**src/rtl/spmm_pkg.sv**
```systemverilog
// SpMM scheduler shared types and default sizing.
// Imported by the scheduler top and its counter sub-module.
package spmm_pkg;

  localparam int N_DEF      = 16;
  localparam int PE_LAT_DEF = 2;
  localparam int BLK_W      = $clog2(N_DEF / 4);
  localparam int CNT_W      = $clog2(N_DEF + PE_LAT_DEF + 1);

  typedef enum logic [2:0] {
    S_IDLE,
    S_LOAD,
    S_COMPUTE,
    S_WAIT_OUT,
    S_DRAIN
  } sched_state_t;

endpackage

```
**src/rtl/spmm_sched_blk_counter.sv**
```systemverilog
// Clearable up-counter that saturates at a terminal count.
// Used for the block index and the compute cycle count.
module blk_counter
  import spmm_pkg::*;
#(
  parameter int W  = BLK_W,
  parameter int TC = 3
) (
  input  logic         i_clk,
  input  logic         i_rst,
  input  logic         i_clr,
  input  logic         i_en,
  output logic [W-1:0] o_cnt,
  output logic         o_tc
);

  logic [W-1:0] r_cnt;

  always_ff @(posedge i_clk) begin
    if (i_rst || i_clr) begin
      r_cnt <= '0;
    end else if (i_en && !o_tc) begin
      r_cnt <= r_cnt + 1'b1;
    end
  end

  assign o_cnt = r_cnt;
  assign o_tc  = (r_cnt == W'(TC));

endmodule

```
**src/rtl/spmm_sched.sv**
```systemverilog
// SpMM control sequencer: RHS load, PE issue, output drain,
// with weight-stationary reuse of a resident RHS.
module spmm_sched
  import spmm_pkg::*;
#(
  parameter int N      = N_DEF,
  parameter int PE_LAT = PE_LAT_DEF
) (
  input  logic                     i_clock,
  input  logic                     i_reset,
  input  logic                     i_rhs_start,
  input  logic                     i_lhs_start,
  input  logic                     i_lhs_ws,
  input  logic                     i_out_start,
  output logic                     o_rhs_ready,
  output logic                     o_lhs_ready_ns,
  output logic                     o_lhs_ready_ws,
  output logic                     o_out_ready,
  output logic                     o_rhs_wr_en,
  output logic [$clog2(N/4)-1:0]   o_rhs_wr_blk,
  output logic                     o_pe_start,
  output logic                     o_out_vld,
  output logic [$clog2(N/4)-1:0]   o_out_blk,
  output logic                     o_busy
);

  localparam int BW = $clog2(N / 4);
  localparam int CW = $clog2(N + PE_LAT + 1);

  sched_state_t r_state, w_next;
  logic r_rhs_valid, r_rhs_fresh;

  logic [BW-1:0] w_blk;
  logic [CW-1:0] w_cnt;
  logic w_blk_tc, w_cnt_tc;
  logic w_idle, w_ns, w_ws, w_lhs_ok, w_blk_run, w_cmp_run;

  assign w_idle    = (r_state == S_IDLE);
  assign w_ns      = w_idle & r_rhs_valid & r_rhs_fresh;
  assign w_ws      = w_idle & r_rhs_valid & ~r_rhs_fresh;
  assign w_lhs_ok  = i_lhs_start & (i_lhs_ws ? (w_ws | w_ns) : w_ns);
  assign w_blk_run = (r_state == S_LOAD) | (r_state == S_DRAIN);
  assign w_cmp_run = (r_state == S_COMPUTE);

  blk_counter #(.W(BW), .TC(N / 4 - 1)) u_blk (
    .i_clk (i_clock),
    .i_rst (i_reset),
    .i_clr (~w_blk_run),
    .i_en  (w_blk_run),
    .o_cnt (w_blk),
    .o_tc  (w_blk_tc)
  );

  // The pe_start cycle is cycle 0 of the PE latency, so COMPUTE
  // itself lasts N+PE_LAT-1 cycles before out_ready rises.
  blk_counter #(.W(CW), .TC(N + PE_LAT - 2)) u_cnt (
    .i_clk (i_clock),
    .i_rst (i_reset),
    .i_clr (~w_cmp_run),
    .i_en  (w_cmp_run),
    .o_cnt (w_cnt),
    .o_tc  (w_cnt_tc)
  );

  always_ff @(posedge i_clock) begin
    if (i_reset) begin
      r_state     <= S_IDLE;
      r_rhs_valid <= 1'b0;
      r_rhs_fresh <= 1'b0;
    end else begin
      r_state <= w_next;
      if (w_idle && w_lhs_ok) begin
        r_rhs_fresh <= 1'b0;
      end else if (w_idle && i_rhs_start) begin
        r_rhs_valid <= 1'b0;
      end else if (r_state == S_LOAD && w_blk_tc) begin
        r_rhs_valid <= 1'b1;
        r_rhs_fresh <= 1'b1;
      end
    end
  end

  always_comb begin
    w_next = r_state;
    case (r_state)
      S_IDLE: begin
        if (w_lhs_ok)         w_next = S_COMPUTE;
        else if (i_rhs_start) w_next = S_LOAD;
      end
      S_LOAD:     if (w_blk_tc)    w_next = S_IDLE;
      S_COMPUTE:  if (w_cnt_tc)    w_next = S_WAIT_OUT;
      S_WAIT_OUT: if (i_out_start) w_next = S_DRAIN;
      S_DRAIN:    if (w_blk_tc)    w_next = S_IDLE;
      default:                     w_next = S_IDLE;
    endcase
  end

  // Outputs are forced low while reset is held.
  always_comb begin
    o_rhs_ready    = 1'b0;
    o_lhs_ready_ns = 1'b0;
    o_lhs_ready_ws = 1'b0;
    o_out_ready    = 1'b0;
    o_rhs_wr_en    = 1'b0;
    o_rhs_wr_blk   = '0;
    o_pe_start     = 1'b0;
    o_out_vld      = 1'b0;
    o_out_blk      = '0;
    o_busy         = 1'b0;
    if (!i_reset) begin
      o_rhs_ready    = w_idle;
      o_lhs_ready_ns = w_ns;
      o_lhs_ready_ws = w_ws;
      o_busy         = ~w_idle;
      case (r_state)
        S_IDLE: o_pe_start = w_lhs_ok;
        S_LOAD: begin
          o_rhs_wr_en  = 1'b1;
          o_rhs_wr_blk = w_blk;
        end
        S_WAIT_OUT: o_out_ready = 1'b1;
        S_DRAIN: begin
          o_out_vld = 1'b1;
          o_out_blk = w_blk;
        end
        default: ;
      endcase
    end
  end

endmodule

```
**config.mk**
```make
export PLATFORM = sky130hd
export DESIGN_NAME = spmm_sched
export DESIGN_NICKNAME = d
export VERILOG_FILES = /design/src/rtl/spmm_pkg.sv /design/src/rtl/spmm_sched_blk_counter.sv /design/src/rtl/spmm_sched.sv
export SDC_FILE = /design/constraint.sdc
export NUM_CORES = 1
export LEC_CHECK = 0
export BUFFER_PORTS_ARGS = -buffer_cell sky130_fd_sc_hd__buf_2
export CAP_MARGIN = 25
export CORE_MARGIN = 8
export CORE_UTILIZATION = 51
export DETAILED_ROUTE_END_ITERATION = 10
export GPL_TIMING_DRIVEN = 0
export HOLD_SLACK_MARGIN = 0.03
export PLACE_DENSITY = 0.76
export SETUP_SLACK_MARGIN = 0.3
export SYNTH_ARGS = -nofsm -noshare
export SYNTH_HDL_FRONTEND = slang
export SYNTH_HIERARCHICAL = 1
export SYNTH_SLANG_ARGS = --single-unit
```
**constraint.sdc**
```tcl
create_clock -name i_clock -period 2 [get_ports i_clock]
set_input_delay 0.1 -clock i_clock [delete_from_list [all_inputs] [get_ports i_clock]]
set_output_delay 0.1 -clock i_clock [all_outputs]
set_load 0.01 [all_outputs]
```
# [Word level (Yosys, flattened, before mapping)]
# Index checks and enable logic that the tools add are counted.
[classes] addsub=2 n_eq_ne=10 mux=25 bitwise=12 reduce_logical=16
[ops] cell="2-to-1 mux 1 bit" n=15
[ops] cell="2-to-1 mux 3 bit" n=5
[ops] cell="case mux 3 bit (4 select lines)" n=1
[ops] cell="2-to-1 mux 2 bit" n=4
[ops] cell="== test 3 x 2 -> 1 bit (second input constant)" n=2
[ops] cell="inverter 1 bit" n=6
[ops] cell="adder 5 x 1 -> 5 bit (second input constant)" n=1
[ops] cell="== test 5 bit (second input constant)" n=1
[ops] cell="logical AND 1 bit" n=5
[ops] cell="bitwise AND 1 bit" n=4
[ops] cell="!= test 2 bit (second input constant)" n=2
[ops] cell="AND reduction 2 bit" n=2
[ops] cell="AND reduction 4 bit" n=1
[ops] cell="OR reduction 2 bit" n=2
[ops] cell="== test 3 x 1 -> 1 bit (second input constant)" n=1
[ops] cell="== test 3 bit (second input constant)" n=1
[ops] cell="logical NOT 3 bit" n=1
[ops] cell="!= test 3 x 2 -> 1 bit (second input constant)" n=1
[ops] cell="adder 2 x 1 -> 2 bit (second input constant)" n=1
[ops] cell="== test 2 bit (second input constant)" n=1
[ops] cell="logical NOT 1 bit" n=2
[ops] cell="logical OR 1 bit" n=2
[ops] cell="!= test 2 x 1 -> 1 bit (second input constant)" n=1
[ops] cell="bitwise OR 1 bit" n=2
[ops] cell="nonzero test 2 bit" n=1
[totals] regBits=12 in_bits=6 output_inout_bits=12 word_cells=70

# [Logic depth before layout (Yosys ltp)]
# Gate-level depths: netlist (run 1).
[logic_depth] word_depth=9 ltp_mapped=7 ltp_nobuf=7

# [Hierarchy]
# Netlist (run 1), hierarchy kept.
[modules_own_cells] mod="spmm_sched" n_inst=1 cells_per_inst=49 area_per_inst_um2=391.6 seq_area_each_um2=100.1
[modules_own_cells] mod="blk_counter at u_cnt" n_inst=1 cells_per_inst=29 area_per_inst_um2=281.5 seq_area_each_um2=100.1
[modules_own_cells] mod="blk_counter at u_blk" n_inst=1 cells_per_inst=8 area_per_inst_um2=105.1 seq_area_each_um2=40.0

# [Worst setup path after synthesis (run 1)]
# Ideal clock, no wire load.
[synth_timing] path_kind="reg-to-reg" start="register r_state[1]" end="register u_cnt.r_cnt[4] (netlist: u_cnt/o_cnt[4])" setup_time_ns=0.116 arrival_ns=1.411 required_ns=1.884 setup_slack_ns=0.473 path_stages_with_launch=8 n_path_buf=1 synth_period_minus_slack_ns=1.527 cell_sequence="dfxtp_1 buf_2 inv_1 or3_1 inv_1 nand4_1 xor2_1 nor3_2"
[synth_via] elab_chain_cells=3 word_cells_on_any_way=4 classes_between="eq/ne (1); bitwise (1); reduce/logical (2)"
[synth_rtl] element="start, declared" line_no="spmm_sched.sv:30" text="sched_state_t r_state, w_next;"
[synth_rtl] element="start signal, assigned" line_no="spmm_sched.sv:71" text="r_state <= w_next;"
[synth_rtl] element="== test 3 x 2 -> 1 bit *" line_no="spmm_sched.sv:43" text="assign w_cmp_run = (r_state == S_COMPUTE);"
[synth_rtl] element="named net w_cmp_run" line_no="spmm_sched.sv:36" text="logic w_idle, w_ns, w_ws, w_lhs_ok, w_blk_run, w_cmp_run;"
[synth_rtl] element="inverter 1 bit" line_no="spmm_sched.sv:59" text=".i_clr (~w_cmp_run),"
[synth_rtl] element="logical OR 1 bit" line_no="spmm_sched_blk_counter.sv:20" text="if (i_rst || i_clr) begin"
[synth_rtl] element="end signal, assigned" line_no="spmm_sched_blk_counter.sv:23" text="r_cnt <= r_cnt + 1'b1;"
[synth_rtl] element="end, declared" line_no="spmm_sched_blk_counter.sv:17" text="logic [W-1:0] r_cnt;"
# Mark *: on every way through the listed nets, which the timed path passes. The rest lies on a longest branch.
# A chain may end at the register's enable or synchronous reset.

# [Worst setup path in the final report (run 1)]
[layout_timing] start="register r_state[2]" end="output o_pe_start"
[layout_via] elab_chain_cells=8 word_cells_on_any_way=9 classes_between="mux (3); bitwise (5); reduce/logical (1)"
[layout_rtl] element="logical NOT 3 bit *" line_no="spmm_sched.sv:38, spmm_sched.sv:115"
[layout_rtl] element="bitwise AND 1 bit" line_no="spmm_sched.sv:39, spmm_sched.sv:40"
[layout_rtl] element="bitwise AND 1 bit, on equally long branches" line_no="spmm_sched.sv:40, spmm_sched.sv:39"
[layout_rtl] element="bitwise OR 1 bit" line_no="spmm_sched.sv:41" text="assign w_lhs_ok = i_lhs_start & (i_lhs_ws ? (w_ws | w_ns) : w_ns);"
[layout_rtl] element="2-to-1 mux 1 bit" line_no="spmm_sched.sv:41"
[layout_rtl] element="bitwise AND 1 bit" line_no="spmm_sched.sv:41"
[layout_rtl] element="2-to-1 mux 1 bit *" line_no="spmm_sched.sv:115" text="case (r_state)"
[layout_rtl] element="2-to-1 mux 1 bit *" line_no="spmm_sched.sv:110" text="if (!i_reset) begin"
[layout_rtl] element="end, declared" line_no="spmm_sched.sv:21" text="output logic o_pe_start,"
# Every way passes the cells marked *; elsewhere a longest branch is shown, timed or not.

==> results.md, run 1 <==
* Status: finished, final reports clean
* Clk root buf: clkbuf_4
* Setup violations, final at 0
* Post-Syn Area at roughly 780 um2
* Clock Latency Late Sink at between 200 and 300 ps
* Rows at 14
* Share of cells above drive strength 1 at a little over a third
* Diodes inserted at 0
* CP Data Arrival Time at between 1000 and 1500 ps
* Final Total Pwr at 435 uW
* Crit-path max cell delay at ~380 ps
* Fin crit share at about four fifths
* Clock buffer count from CTS at 3
* Worst Skew at approximately 3.2 ps
* Fill cells at 135
* Max clock buf depth at 2
* Synth Instances at 86
* Avg WL per Cell at 13.4 um
* Max cap viols at 0
* I/O Buffers at 17
* Total congestion overflow at 0
* Hold bufs inserted after CTS at 0
* DP HPWL at 1290 um
* Endpoint class of the critical path: primary output
* Final core occ at between 60% and 70%
* Final min period at between 1500 and 2000 ps
* Number of flops mapped to enable cells by yosys at 0
* Layout area overhead at 16.7%
* IO Pins at 18
* Via count at around 690
* Largest net degree at the start of global routing at 11
* Critical path required time at around 1900 ps
* Initial antenna violation count at 0
* Critical Path, Cell by Cell: buf_2 > or3_1 > nor3_1 > buf_2
* Max Freq at 629 MHz
* Synth top area share at 30.9%
* Worst min path class: primary input to flip-flop
* Largest area contributor in the netlist: dfxtp_1
* Final worst slack at around 410 ps
* Core Box Area at 1470 um2
* Most Frequent Cell on Critical Path: buf_2
* #FFs+latches synth at 12
* Worst Setup Start Kind: flip-flop
* Endpoints failing hold at 0
* Initial DRC count at 12
* Top Metal Used: met4
* P_leak at roughly 0.37 nW
* CTS Sinks at 12
* Met1 Wirelength at around 700 um
* Synth Flop Type: dfxtp_1
* Synthesis warning total at 6
* CTS H-tree depth at 1
* Cells after DPL at roughly 120
* DP Worst Slack at 306 ps
* R2R Path Start: r_state[1]$_SDFFE_PP0P_
* WL met3 at ~120 um
* DR vias/cell at around 5.6
* Slew margin rel. at between 60% and 70%
* Final Max Tran Viols at 0
* # nets final at 117
* RSZ-0062 raised after global routing: false
* Detail Route Antenna Nets at 0
* Synth area leaders: dfxtp_1 31%, ha_1 4.8%, nor3_2 3.9%, nor2_1 3.9%, nor4b_2 3.9%
* Total die area at between 3000 and 4000 um2
* Initial core utilization at between 50% and 60%
* Pre-antenna DRT Iters at 4
* CP Max Fanout at 10
* Critical-path top delay cell: or3_1
* Flop2flop setup slack at 410 ps
* DRC Markers at 0
* Worst slew pin tran at around 520 ps
* Global-route wire length before repair at roughly 2700 um
* Setup TNS at 0 ps
* Placer Congestion at between 0.7 and 0.8
* Gr usage total at 12.1%
* DR WL met2 at 785 um
* Post-synthesis average cell area at ~9 um2
* Die span in x at 55.1 um
* Routed WL at about 1600 um
* Critical path type: flip-flop to primary output
* Pwr Density at 479 nW/um2
* Crit path from: r_state[2]$_SDFFE_PP0P_
* CTS tree: yes
* Hold Startpoint: i_rhs_start
* Register area share after synthesis at slightly above 30%
* Mapped Nets at 95
* Max IR drop VDD at roughly 0.42 mV
* Final std cells w/o fill at roughly 120
* Vias in the first global route at around 670
* Die height at between 50 and 60 um
* Reg clk slew, reported paths at roughly 70 ps
* Asr flop ratio synth at 0%
* Count of different cell masters after synthesis at 37
[worst max-delay path: cells and delay by family, from the launching register on]
kind	cells	cell delay [ps]
AND/OR/NAND/NOR	2	550
buffers and inverters	2	350
flip-flops	1	320
[what timing repair did]
item	4_1_cts	5_1_grt
endpoints found under the hold margin	0	0
resized for setup	1	1
buffers inserted	0	0
setup endpoints to repair	1	2
[layout make-up]
type                    instances  area [um2]  area share [%]
multi-input cells              62         487            53.6
inverters                       8        30.0            3.31
repair buffers                 17        85.1            9.37
plain buffers                   4        23.8            2.62
well taps                      16        20.0            2.20
clock buffers                   3        22.5            2.48
flip-flops and latches         12         240            26.4
[final timing paths]
check	end	cells after the start
setup / recovery	o_pe_start	4
hold / removal	r_rhs_valid$_SDFFE_PP0P_	2
setup reg to reg	u_cnt/o_cnt[4]$_SDFFE_PP0P_	7
hold reg to reg	u_cnt/o_cnt[1]$_SDFFE_PP0P_	2
[metrics by stage]
step           instance area (um2)  hold slack [ps]
3_3_place_gp                   883              316
6_report                       908             36.0
2_1_floorplan                  778              171
4_1_cts                        908             32.2
5_1_grt                        908             47.6
3_5_place_dp                   883              324
[cells in the mapped netlist (2+ instances only)]
| cell type | count |
|---|---|
| mux2i_1 | 2 |
| a21boi_2 | 2 |
| inv_1 | 7 |
| a211oi_1 | 2 |
| nor4b_2 | 2 |
| ha_1 | 3 |
| nand3_1 | 2 |
| nand2b_1 | 2 |
| nor3_2 | 3 |
| buf_2 | 2 |
| nor3_1 | 4 |
| xor2_1 | 3 |
| nor2_1 | 8 |
| or3_1 | 3 |
| nand2_1 | 4 |
| and2_1 | 4 |
| nand4_1 | 2 |
| dfxtp_1 | 12 |
[layout by cell type (no fill, tap or decap), types with 3 or more instances in the layout]
cell type	netlist	final
clkbuf_4	0	3
dfxtp_1	12	12
nand2_1	4	4
and2_1	4	4
ha_1	3	3
inv_1	7	6
nor3_2	3	3
nor2_1	8	8
xor2_1	3	3
nor3_1	4	4
buf_2	2	18
or3_1	3	3
[metal layers]
metal	up-vias	GRT usage [%]
li1	345	-
met1	320	12.8
met2	16	20.9
met3	5	5.61
met4	0	3.60
met5	-	0
[cells by family (layout without fill, tap and decap cells)]
group / Yosys count / after routing / synth area share (%)
mux: 2 / 2 / 2.57
simple gates: 40 / 40 / 36.5
buf+inv: 12 / 32 / 6.59
fa+ha+maj: 3 / 3 / 4.82
flops: 12 / 12 / 30.9
compound gates: 13 / 13 / 14.1
xor+xnor: 4 / 4 / 4.50
[report_power, final]
part	switching [mW]	internal (mW)	leakage, nW
registers	0.00298	0.241	0.0970
clock network	0.0767	0.0698	0.0138
logic	0.0241	0.0201	0.261
[sequential cells by signal, indices dropped and copies added, names as in the netlist]
signal       count
u_cnt/o_cnt      5
r_state          3
u_blk/o_cnt      2
r_rhs_fresh      1
r_rhs_valid      1
Note: power is estimated with default switching activity, not from simulation.
==> inputs of run 2 (changes only) <==
--- a/config.mk
+++ b/config.mk
@@ -8,11 +8,11 @@
 export BUFFER_PORTS_ARGS = -buffer_cell sky130_fd_sc_hd__buf_2
 export CAP_MARGIN = 25
 export CORE_MARGIN = 8
-export CORE_UTILIZATION = 51
+export CORE_UTILIZATION = 46
 export DETAILED_ROUTE_END_ITERATION = 10
 export GPL_TIMING_DRIVEN = 0
 export HOLD_SLACK_MARGIN = 0.03
-export PLACE_DENSITY = 0.76
+export PLACE_DENSITY = 0.73
 export SETUP_SLACK_MARGIN = 0.3
 export SYNTH_ARGS = -nofsm -noshare
 export SYNTH_HDL_FRONTEND = slang
==> constraint.sdc (replaced) <==
create_clock -name i_clock -period 1.4 [get_ports i_clock]
set_input_delay 0.07 -clock i_clock [delete_from_list [all_inputs] [get_ports i_clock]]
set_output_delay 0.07 -clock i_clock [all_outputs]
set_load 0.01 [all_outputs]
==> run 2 against run 1 <==
Effect of this change:
- the run now ends with negative setup slack left
- via count up 22%
- core utilization rose by 17 points
- non-clock buffer count is 26 higher
- critical path type is now flip-flop to flip-flop
- register-to-register slack got worse by 540 ps
- sequential power up 43%
- routed wire length increased by 50%
- clock-buffer cell count unchanged
- final area up 43%
- critical endpoint is now u_cnt/o_cnt[4]$_SDFFE_PP0P_
- largest cell class unchanged
==> results.md, run 2 (same netlist as run 1, synthesis figures left out) <==
* Status: finished, violations left
* Failing checks: negative setup slack
* Endpoint class of the critical path: flip-flop
* Worst min path class: primary input to flip-flop
* Critical Path, Cell by Cell: buf_8 > or3_4 > inv_4 > nand4_1 > xor2_1 > nor3_2
* Gr usage total at between 10 and 15%
* Largest register FFs at 5
* Initial antenna violation count at 0
* Clock buffer count from CTS at 3
* Fill cells at ~100
* CP top delay family: simple AND/OR/NAND/NOR gates
* Core Box Area at ~1700 um2
* Rows at 15
* Clock Latency Late Sink at 280 ps
* P_leak at 0.546 nW
* DRC Markers at 0
* Max IR drop VDD at approximately 0.54 mV
* Max Freq at 653 MHz
* R2R Path Start: r_state[0]$_SDFFE_PP0P_
* Detail Route Antenna Nets at 0
* Critical-path top delay cell: or3_4
* Pre-antenna DRT Iters at 4
* Largest net degree at the start of global routing at 11
* CP Data Arrival Time at about 1800 ps
* Routed WL at ~2400 um
* Critical path required time at 1610 ps
* Endpoints failing hold at 0
* Final min period at approximately 1500 ps
* Share of cells above drive strength 1 at roughly 66%
* Via count at 836
* Worst Skew at roughly 15 ps
* Depth of the worst hold-timing path at 2
* Hold Startpoint: i_reset
* Initial core utilization at 47.1%
* Total congestion overflow at 0
* Total die area at 3260 um2
* Hold Crit Endpoint: u_blk/o_cnt[1]$_SDFFE_PP0P_
* Fin crit share at 109%
* Reg clk slew, reported paths at approximately 90 ps
* Cells after DPL at 120
* Avg WL per Cell at around 16 um
* Most frequent cells in the layout: 17 x buf_2, 17 x buf_4, 9 x buf_6, 8 x nor2_1
* Multi-input logic area at roughly 610 um2
* # nets final at 143
* R2r worst-path depth at 6
* CTS H-tree depth at 1
* Final Total Pwr at roughly 700 uW
* Worst hold slack at ~31 ps
* Layout area overhead at 67.0%
* Final worst slack at -132 ps
* Final Max Tran Viols at 0
* Placer Congestion at slightly above 0.8
* Global-route wire length before repair at 3810 um
* Diodes inserted at 0
* Max cap viols at 0
* Vias in the first global route at approximately 810
* I/O Buffers at 17
* Setup violations, final at 13
* Setup TNS at -807 ps
* CP Max Fanout at 7
* FF-to-FF End: u_cnt/o_cnt[4]$_SDFFE_PP0P_
* CTS tree: yes
* Worst Setup Start Kind: flip-flop
* Die height at around 57 um
* Die span in x at between 50 and 60 um
* RSZ-0062 raised after global routing: true
* Clk root buf: clkbuf_4
* Pwr Density at around 550 nW/um2
* DP HPWL at about 1300 um
* Crit-path max cell delay at 420 ps
* Buffers & Inverters on Critical Path at 2
* Critical path type: flip-flop to flip-flop
* Flop2flop setup slack at -130 ps
* IO Pins at 18
* Reg area at 254 um2
* Max clock buf depth at 2
* DR vias/cell at between 5 and 6
* Worst slew pin tran at 683 ps
* CTS Sinks at 12
* Slew margin rel. at 54.5%
* Final std cells w/o fill at approximately 150
* Initial DRC count at 8
==> run 2: cell types whose count changed in the layout (fill, tap and decap cells not counted), moves of 3 or more <==
cell	previous run	this run
buf_6	0	9
nor3_1	4	1
buf_4	2	17
inv_1	6	3
dfxtp_1	12	5
dfxtp_2	0	5
==> run 2: repair_timing <==
item,4_1_cts,5_1_grt
cloned,0,0
hold buffers,1,0
setup endpoints to repair,24,24
buffers inserted,17,8
hold endpoints to repair,1,0
gates resized for setup,21,6
pin swaps,13,9
==> run 2: metrics by stage <==
stage               instance area (um2)  util [%]  worst slack (ps)
floorplan                           847         -              40.5
global placement                    953      57.7             -34.7
detailed placement                  953      57.7             -67.6
CTS                                1210      73.0              -105
global route                       1300      78.7              -147
finish                             1300      78.7              -132
==> run 2: where the power goes <==
group          leakage, nW  switching (mW)  total (mW)  internal [mW]
clock network       0.0138           0.124       0.224         0.0998
registers            0.101         0.00684       0.349          0.342
logic                0.432          0.0581       0.142         0.0837
total                0.546           0.189       0.715          0.526
==> run 2: layer usage <==
layer | up-vias | GRT usage, % | routed length (um)
met1 | 411 | 16.7 | 990
met4 | 0 | 6.04 | 43
met2 | 19 | 23.1 | 1290
met3 | 4 | 3.99 | 116
met5 | - | 0 | 0
li1 | 402 | - | -
==> run 2: layout make-up <==
class	count	share of cell area, %
well taps	17	1.64
plain buffers	4	3.46
flip-flops and latches	12	19.5
inverters	8	2.50
repair buffers	43	24.1
multi-input cells	62	47.1
clock buffers	3	1.73
==> run 2: how the worst max path moves through the flow <==
| stage | to | slack [ps] | depth (start not counted) | startpoint |
|---|---|---|---|---|
| after CTS | u_cnt/o_cnt[4]$_SDFFE_PP0P_ | -110 | 7 | r_state[1]$_SDFFE_PP0P_ |
| final | u_cnt/o_cnt[4]$_SDFFE_PP0P_ | -130 | 6 | r_state[0]$_SDFFE_PP0P_ |
| after global placement | u_cnt/o_cnt[4]$_SDFFE_PP0P_ | -30 | 6 | r_state[0]$_SDFFE_PP0P_ |
| after detailed placement | u_cnt/o_cnt[4]$_SDFFE_PP0P_ | -70 | 6 | r_state[0]$_SDFFE_PP0P_ |
| after floorplan | u_cnt/o_cnt[4]$_SDFFE_PP0P_ | 40 | 6 | r_state[0]$_SDFFE_PP0P_ |
| after global routing | o_out_blk[1] | -150 | 4 | r_state[0]$_SDFFE_PP0P_ |
==> run 2: worst reg2reg max path: cells and delay by family (launching register included) <==
family / cells / cell delay [ps]
DFF: 1 / 380
xor gates and xnor gates: 1 / 180
and+or+nand+nor: 3 / 670
buffers and inverters: 2 / 230
